[src/rtl/ts_pkg.sv]
// Shared definitions for the tile/sprite DRAM fetch arbiter.
// State encoding equals the one-hot owner code, so owner status is the state itself.
package ts_pkg;

    localparam int unsigned DRAM_AW = 21;

    localparam logic [1:0] OWN_NONE = 2'b00;
    localparam logic [1:0] OWN_TM   = 2'b01;
    localparam logic [1:0] OWN_GR   = 2'b10;

    typedef enum logic [1:0] {
        ST_IDLE = 2'b00,
        ST_TM   = 2'b01,
        ST_GR   = 2'b10
    } arb_state_t;

    // Word counter step that saturates at the burst cap.
    function automatic logic [7:0] wcnt_step(input logic [7:0] cnt, input logic [7:0] cap);
        return (cnt < cap) ? cnt + 8'd1 : cnt;
    endfunction

endpackage

[src/rtl/ts_dram_arb.sv]
// ts_dram_arb: two-requester arbiter (tilemap prefetch TM, renderer fetch GR)
// for the single DRAM video-fetch port, with per-grant burst cap.
// Optional feature: define TS_ARB_RR_EN for round-robin tie-break in IDLE;
// otherwise TM always wins a tie.
//
//  state   | meaning
//  --------+-----------------------------
//  ST_IDLE | no owner, dram_req low
//  ST_TM   | tilemap prefetcher owns port
//  ST_GR   | renderer fetch owns port
module ts_dram_arb
    import ts_pkg::*;
#(
    parameter int unsigned MAXBURST = 8
) (
    input  logic               clk,
    input  logic               rst_n,
    input  logic               start,
    input  logic               tm_req,
    input  logic [DRAM_AW-1:0] tm_addr,
    output logic               tm_next,
    input  logic               gr_req,
    input  logic [DRAM_AW-1:0] gr_addr,
    output logic               gr_next,
    output logic               dram_req,
    output logic [DRAM_AW-1:0] dram_addr,
    input  logic               dram_next,
    output logic [1:0]         owner
);

    localparam logic [7:0] C_MAXB = 8'(MAXBURST);

    arb_state_t         r_state;
    logic [7:0]         r_wcnt;

    logic               w_is_tm;
    logic               w_is_gr;
    logic               w_own_req;
    logic               w_tie_tm;
    logic               w_burst_end;
    logic               w_grant_tm;
    logic               w_grant_gr;
    logic [7:0]         w_wcnt_inc;

    assign w_is_tm = (r_state == ST_TM);
    assign w_is_gr = (r_state == ST_GR);

`ifdef TS_ARB_RR_EN
    // 1 when GR should win the next tie; cleared at reset and every line start.
    logic r_pref_gr;

    // Round-robin history: the requester just granted loses the next tie.
    always_ff @(posedge clk or negedge rst_n) begin
        if (!rst_n) begin
            r_pref_gr <= 1'b0;
        end else if (start) begin
            r_pref_gr <= 1'b0;
        end else if (w_grant_tm) begin
            r_pref_gr <= 1'b1;
        end else if (w_grant_gr) begin
            r_pref_gr <= 1'b0;
        end
    end

    assign w_tie_tm = ~r_pref_gr;
`else
    assign w_tie_tm = 1'b1;
`endif

    // Owner's request and address mux, word counting and grant decisions.
    always_comb begin
        w_own_req   = 1'b0;
        w_wcnt_inc  = r_wcnt;
        w_burst_end = 1'b0;
        w_grant_tm  = 1'b0;
        w_grant_gr  = 1'b0;
        if (w_is_tm) begin
            w_own_req = tm_req;
        end else if (w_is_gr) begin
            w_own_req = gr_req;
        end
        // dram_next in IDLE is not counted: nobody owns the word.
        if (dram_next && (w_is_tm || w_is_gr)) begin
            w_wcnt_inc = wcnt_step(r_wcnt, C_MAXB);
        end
        // >= keeps handover possible after saturation while the other side was quiet.
        w_burst_end = dram_next && (({1'b0, r_wcnt} + 9'd1) >= {1'b0, C_MAXB});
        if (!start) begin
            if (r_state == ST_IDLE) begin
                w_grant_tm = tm_req && (!gr_req || w_tie_tm);
                w_grant_gr = gr_req && !(tm_req && w_tie_tm);
            end else if (w_is_tm) begin
                w_grant_gr = tm_req && w_burst_end && gr_req;
            end else if (w_is_gr) begin
                w_grant_tm = gr_req && w_burst_end && tm_req;
            end
        end
    end

    // Ownership FSM and burst word counter.
    always_ff @(posedge clk or negedge rst_n) begin
        if (!rst_n) begin
            r_state <= ST_IDLE;
            r_wcnt  <= 8'd0;
        end else if (start) begin
            r_state <= ST_IDLE;
            r_wcnt  <= 8'd0;
        end else if (w_grant_tm) begin
            r_state <= ST_TM;
            r_wcnt  <= 8'd0;
        end else if (w_grant_gr) begin
            r_state <= ST_GR;
            r_wcnt  <= 8'd0;
        end else begin
            r_wcnt <= w_wcnt_inc;
            if ((w_is_tm || w_is_gr) && !w_own_req) begin
                r_state <= ST_IDLE;
            end
        end
    end

    // Port-side outputs: zero-latency routing from the owner state.
    always_comb begin
        dram_addr = '0;
        if (w_is_tm) begin
            dram_addr = tm_addr;
        end else if (w_is_gr) begin
            dram_addr = gr_addr;
        end
    end

    assign dram_req = w_own_req;
    assign tm_next  = dram_next & w_is_tm;
    assign gr_next  = dram_next & w_is_gr;
    assign owner    = r_state;

endmodule

[config.mk]
export PLATFORM = sky130hd
export DESIGN_NAME = ts_dram_arb
export DESIGN_NICKNAME = d
export VERILOG_FILES = /design/src/rtl/ts_pkg.sv /design/src/rtl/ts_dram_arb.sv
export SDC_FILE = /design/constraint.sdc
export NUM_CORES = 1
export LEC_CHECK = 0
export ABC_CLOCK_PERIOD_IN_PS = 1760
export BUFFER_PORTS_ARGS = -buffer_cell sky130_fd_sc_hd__buf_2
export CAP_MARGIN = 10
export CORE_AREA = 2 2 61 63
export CTS_BUF_LIST = sky130_fd_sc_hd__clkbuf_4 sky130_fd_sc_hd__clkbuf_8
export DETAILED_ROUTE_END_ITERATION = 16
export DIE_AREA = 0 0 63 65
export GPL_TIMING_DRIVEN = 0
export SYNTH_ARGS = -nofsm -noshare
export SYNTH_HDL_FRONTEND = slang
export SYNTH_SLANG_ARGS = --single-unit
[constraint.sdc]
create_clock -name clk -period 1.76 [get_ports clk]
set_input_delay 0 -clock clk [delete_from_list [all_inputs] [get_ports clk]]
set_output_delay 0 -clock clk [all_outputs]
set_load 0.01 [all_outputs]
# == Yosys cells after proc, flatten, opt, wreduce, memory -nomap -nowiden ==
# Cells that the tools add are included.
# totals
out_inout_bits,26
reg_bits,10
latchBits,0
memories,0
ramBits,0
word_cells,46
mem_bits_ro,0
in_bits,48
# op_classes
addsub,2
bitwise,2
mul,0
div,0
reduce_logical,16
n_eq_ne,2
n_lt_le_gt_ge,2
shifts,0
n_mux,20
# ops
cell,count
$mux W21,2
$mux W8,5
$reduce_bool A4 Y1,3
$add A8 B1 Y9 const B,1
$ge A9 B4 Y1 const B,1
$mux W1,9
$add A8 B1 Y8 const B,1
$logic_and A1 B1 Y1,8
$lt A8 B4 Y1 const B,1
$mux W2,4
$and A1 B1 Y1,2
$eq A2 B1 Y1 const B,1
$eq A2 B2 Y1 const B,1
$logic_not A1 Y1,2
$logic_not A2 Y1,1
$reduce_and A2 Y1,1
$logic_or A1 B1 Y1,1

# == Logic depth before layout (Yosys ltp) ==
# depth
word_depth,11
ltp_mapped,7
mapped_depth_nobuf,6

# == Worst setup path after synthesis ==
# Ideal clock, no wire load.
# synth_timing
kind,register to register
start,register r_state[0] (netlist: owner[0])
end,register r_wcnt[0]
slack_ns,0.122
n_path_buf,0
arrival_time_ns,1.506
required_time_ns,1.628
setup_time_ns,0.132
path_stages_with_launch,7
synth_period_minus_slack_ns,1.638
path_cell_list,dfrtp_1 > inv_1 > ha_1 > and4b_1 > o21a_1 > o21a_1 > nor3_2
# synth_via
elab_chain_len,7
word_cells_on_any_way,18
classes_between,eq/ne (2); mux (10); reduce/logical (6)
# synth_rtl
item,line,source
start: declaration,ts_dram_arb.sv:33,arb_state_t r_state;
start signal: assignment,ts_dram_arb.sv:103,r_state <= ST_IDLE;
start signal: assignment,ts_dram_arb.sv:106,r_state <= ST_IDLE;
start signal: assignment,ts_dram_arb.sv:109,r_state <= ST_TM;
$eq A2 B2 Y1 / $eq A2 B1 Y1 (equally long branches),"ts_dram_arb.sv:46, ts_dram_arb.sv:45",
$mux W1 (on tied branches),"ts_dram_arb.sv:94, ts_dram_arb.sv:92",
$mux W1 (on tied branches),"ts_dram_arb.sv:92, ts_dram_arb.sv:89",
$mux W1 (on tied branches),"ts_dram_arb.sv:89, ts_dram_arb.sv:88",
$mux W1 / $mux W8 (equally long branches),"ts_dram_arb.sv:88, ts_dram_arb.sv:111",
$reduce_bool A4 Y1 (no line) / $mux W8 (equally long branches),-,
$reduce_and A2 Y1 (no line) / $mux W8 (equally long branches),-,
end signal: assignment,ts_dram_arb.sv:115,r_wcnt <= w_wcnt_inc;
end: declaration,ts_dram_arb.sv:34,logic [7:0] r_wcnt;
# Several ways; a longest one is shown, not always the timed one.
# A chain may end at the register's enable or synchronous reset.

# == Final worst setup path ==
# layout_timing
start,register r_state[0] (netlist: owner[0])
end,register r_wcnt[2]
# The elaborated chain is that of the path after synthesis.

==> impl_metrics.csv <==
group,metric,value,unit
logic_synthesis,synth_common_cells,"nand2_1, o21ai_1, dfrtp_1",
placed_design,place_area,1380,µm²
global_routing,grt_max_degree,11,
global_routing,grt.overflow.total,0,
worst_setup_path,arrival,1.74,ns
detailed_routing,finalWirelength,2.80,mm
finish,n_antenna_cell,0,
floorplanning,start_util,27.4,%
logic_synthesis,synth.net_count,189,
power,power.switching_fraction,35.6,%
logic_synthesis,synth.distinct_cells,30,
floorplanning,io_pins,74,
finish,nets,268,
placed_design,globalplace.congestion,0.740,
sta,fmax,618,MHz
power,power.total,0.000822,W
sta,relSlewSlack,70.6,%
global_routing,antenna_found_initial,0,
power,ir_worst_vdd,369,µV
clock_network,cts_tree,"yes",
worst_setup_path,path_class,"reg -> reg",
clock_network,clk_pin_slew_worst_paths,0.06,ns
sta,tightest_slew,0.441,ns
power,switchingPower,0.000292,W
logic_synthesis,synthCells,136,
clock_network,clk_path_buf_depth,2,
logic_synthesis,synthSimpleGateAreaFrac,38.0,%
power,p_per_area,563,nW/µm²
sta,rsz0062_at_grt,"no",
worst_setup_path,critical_path.max_fanout,5,
global_routing,track_usage,13.4,%
sta,clock_skew,0.00163,ns
power,leakagePower,0.748,nW
sta,slew_violations,0,
clock_network,clock_latency,0.25,ns
logic_synthesis,async_reset_ff_share,100,%
global_routing,grt_pass1_vias,1070,
power,power.internal,0.000529,W
finish,syn_to_final_growth,52.5,%
floorplanning,num_rows,22,
logic_synthesis,ys_warn_count,0,
finish,n_fill_cell,371,
floorplanning,dieHeight,65,µm
sta,hold_slack,0.126,ns
placed_design,portBuffers,73,
flow_run,cap_viol_max_count,0,
detailed_routing,antenna_left,0,
hold_path,hold_class,"in -> async",
sta,period_needed,1.62,ns
logic_synthesis,synth_top_family_by_area,"simple AND/OR/NAND/NOR gates",
logic_synthesis,synth.top_cell.area_share,26.1,%
logic_synthesis,ys_ff_latch,10,
floorplanning,core,3500,µm²
logic_synthesis,yosys.area.top_type,"dfrtp_1",
logic_synthesis,ys_seq_area_share,26.1,%
placed_design,dp_hpwl,2.27,mm
power,power_frac_comb,46.7,%
clock_network,htree_levels,1,
finish,final_area,1460,µm²
logic_synthesis,muxShareOfSynthArea,1.05,%
outcome,status,"finished clean",
sta,hold_violations,0,
logic_synthesis,yosysMostFrequentCell,"nand2_1",
detailed_routing,drt-initial-drc-count,27,
logic_synthesis,synth_edf_count,0,
logic_synthesis,yosys.area_share.adder,6.54,%
floorplanning,die-width,63,µm
logic_synthesis,syn_avg_cell_area,7.04,µm²
clock_network,root_buffer,"clkbuf_4",
floorplanning,die_area,4100,µm²
logic_synthesis,synth-main-ff-cell,"dfrtp_1",
global_routing,grt_pass1_wl,4.61,mm
detailed_routing,route.vias.total,1171,
logic_synthesis,yosys.area_share.xor_xnor,1.83,%
logic_synthesis,synth_compound_area_share,20.5,%
detailed_routing,first_pass_iters,4,
clock_network,cts_buffers,3,
detailed_routing,drc,0,
logic_synthesis,netlist_top_cells_area,"dfrtp_1, nand2_1, o21ai_1",
finish,ff_latch_area,250,µm²
sta,period_share,91.9,%
worst_setup_path,required,1.88,ns
finish,multi_input_area,661,µm²
logic_synthesis,synth_area,957,µm²
finish,drive_gt1_share,45.3,%
detailed_routing,viasPerCell,4.47,
sta,final-setup-viol-count,0,
power,clock_power_share,23.5,%
worst_setup_path,endpoint_kind,"flip-flop",
clock_network,cts.sink_count,10,
power,seq_power_share,29.8,%
detailed_routing,wl_per_cell,10.7,µm
worst_setup_path,rrSetupSlack,0.14,ns
worst_setup_path,worstSetupStartpointType,"flip-flop",
path summary, 6_finish.rpt:
check                      cells past startpoint       from        end
setup / recovery                               6   owner[0]  r_wcnt[2]
hold / removal                                 2      rst_n  r_wcnt[6]
setup reg to reg                               6   owner[0]  r_wcnt[2]
hold reg to reg                                1  r_wcnt[5]  r_wcnt[5]
max in group asynchronous                      2      rst_n  r_wcnt[2]
min in group clk                               3      start   owner[0]
power groups by stage:
stage | combinational, W | clock [W] | sequential, W
finish | 0.000383 | 0.000193 | 0.000245
global route | 0.000430 | 0.000217 | 0.000246
CTS | 0.000376 | 0.000204 | 0.000245
detailed placement | 0.000368 | 0 | 0.000249
global placement | 0.000370 | 0 | 0.000249
floorplan | 0.000204 | 0 | 0.000251
metal layers:
metal / track usage (%) / vias up / wire (µm)
li1: - / 617 / -
met1: 15.5 / 501 / 1170
met2: 25.3 / 51 / 1400
met3: 2.43 / 2 / 223
met4: 3.06 / 0 / 6
met5: 0 / - / 0
logic make-up (layout without fill, tap and decap cells):
family / Yosys count / count (layout)
mux: 1 / 1
fa+ha+maj: 5 / 5
xor+xnor: 2 / 2
flops: 10 / 10
simple gates: 72 / 72
compound gates: 33 / 33
buf+inv: 13 / 91
layout by cell type (no fill, tap or decap), types with 2 or more instances in the layout:
cell and n:
buf_2 74, nand2_1 47, o21ai_1 22, dfrtp_1 10, clkbuf_4 6, nor3_2 5
nor3b_1 4, ha_1 4, inv_1 3, buf_4 2, nand3b_1 2, and2_1 2
nand2b_1 2, o2111ai_1 2, o21a_1 2, nor2_1 2, o211ai_1 2, xnor2_1 2
critical path, cell delays in order, from the launching register on:
cell and delay [ns]:
dfrtp_1 0.38, inv_1 0.08, ha_1 0.23, and4b_1 0.35
o21a_1 0.18, o21a_2 0.20, nor3_2 0.06
metrics by stage:
step           std cells  setup TNS [ns]  util, %  setup slack (ns)
6_report             262               0     41.8             0.143
5_1_grt              262               0     41.8           0.00493
4_1_cts              261               0     41.0           0.00907
3_5_place_dp         257         -0.0188     39.5          -0.00808
3_3_place_gp         257               0     39.5           0.00731
2_1_floorplan        136               0        -             0.122
sequential cells by signal, indices dropped and copies added (netlist names):
register,cells
r_wcnt,8
owner,2
final cells by class:
class / instances / area share (%)
plain buffers: 9 / 4.03
repair buffers: 75 / 26.2
multi-input cells: 113 / 45.2
inverters: 3 / 0.771
well taps: 48 / 4.11
clock buffers: 4 / 2.49
flip-flops and latches: 10 / 17.1
timing repair:
item / in CTS / in global routing
setup buffers: 0 / 1
resized for setup: 7 / 10
hold endpoints to repair: 10 / 0
endpoints found under the setup margin: 27 / 27
pin swaps: 0 / 1
hold buffers: 1 / 0
Note: power is estimated with default switching activity, not from simulation.
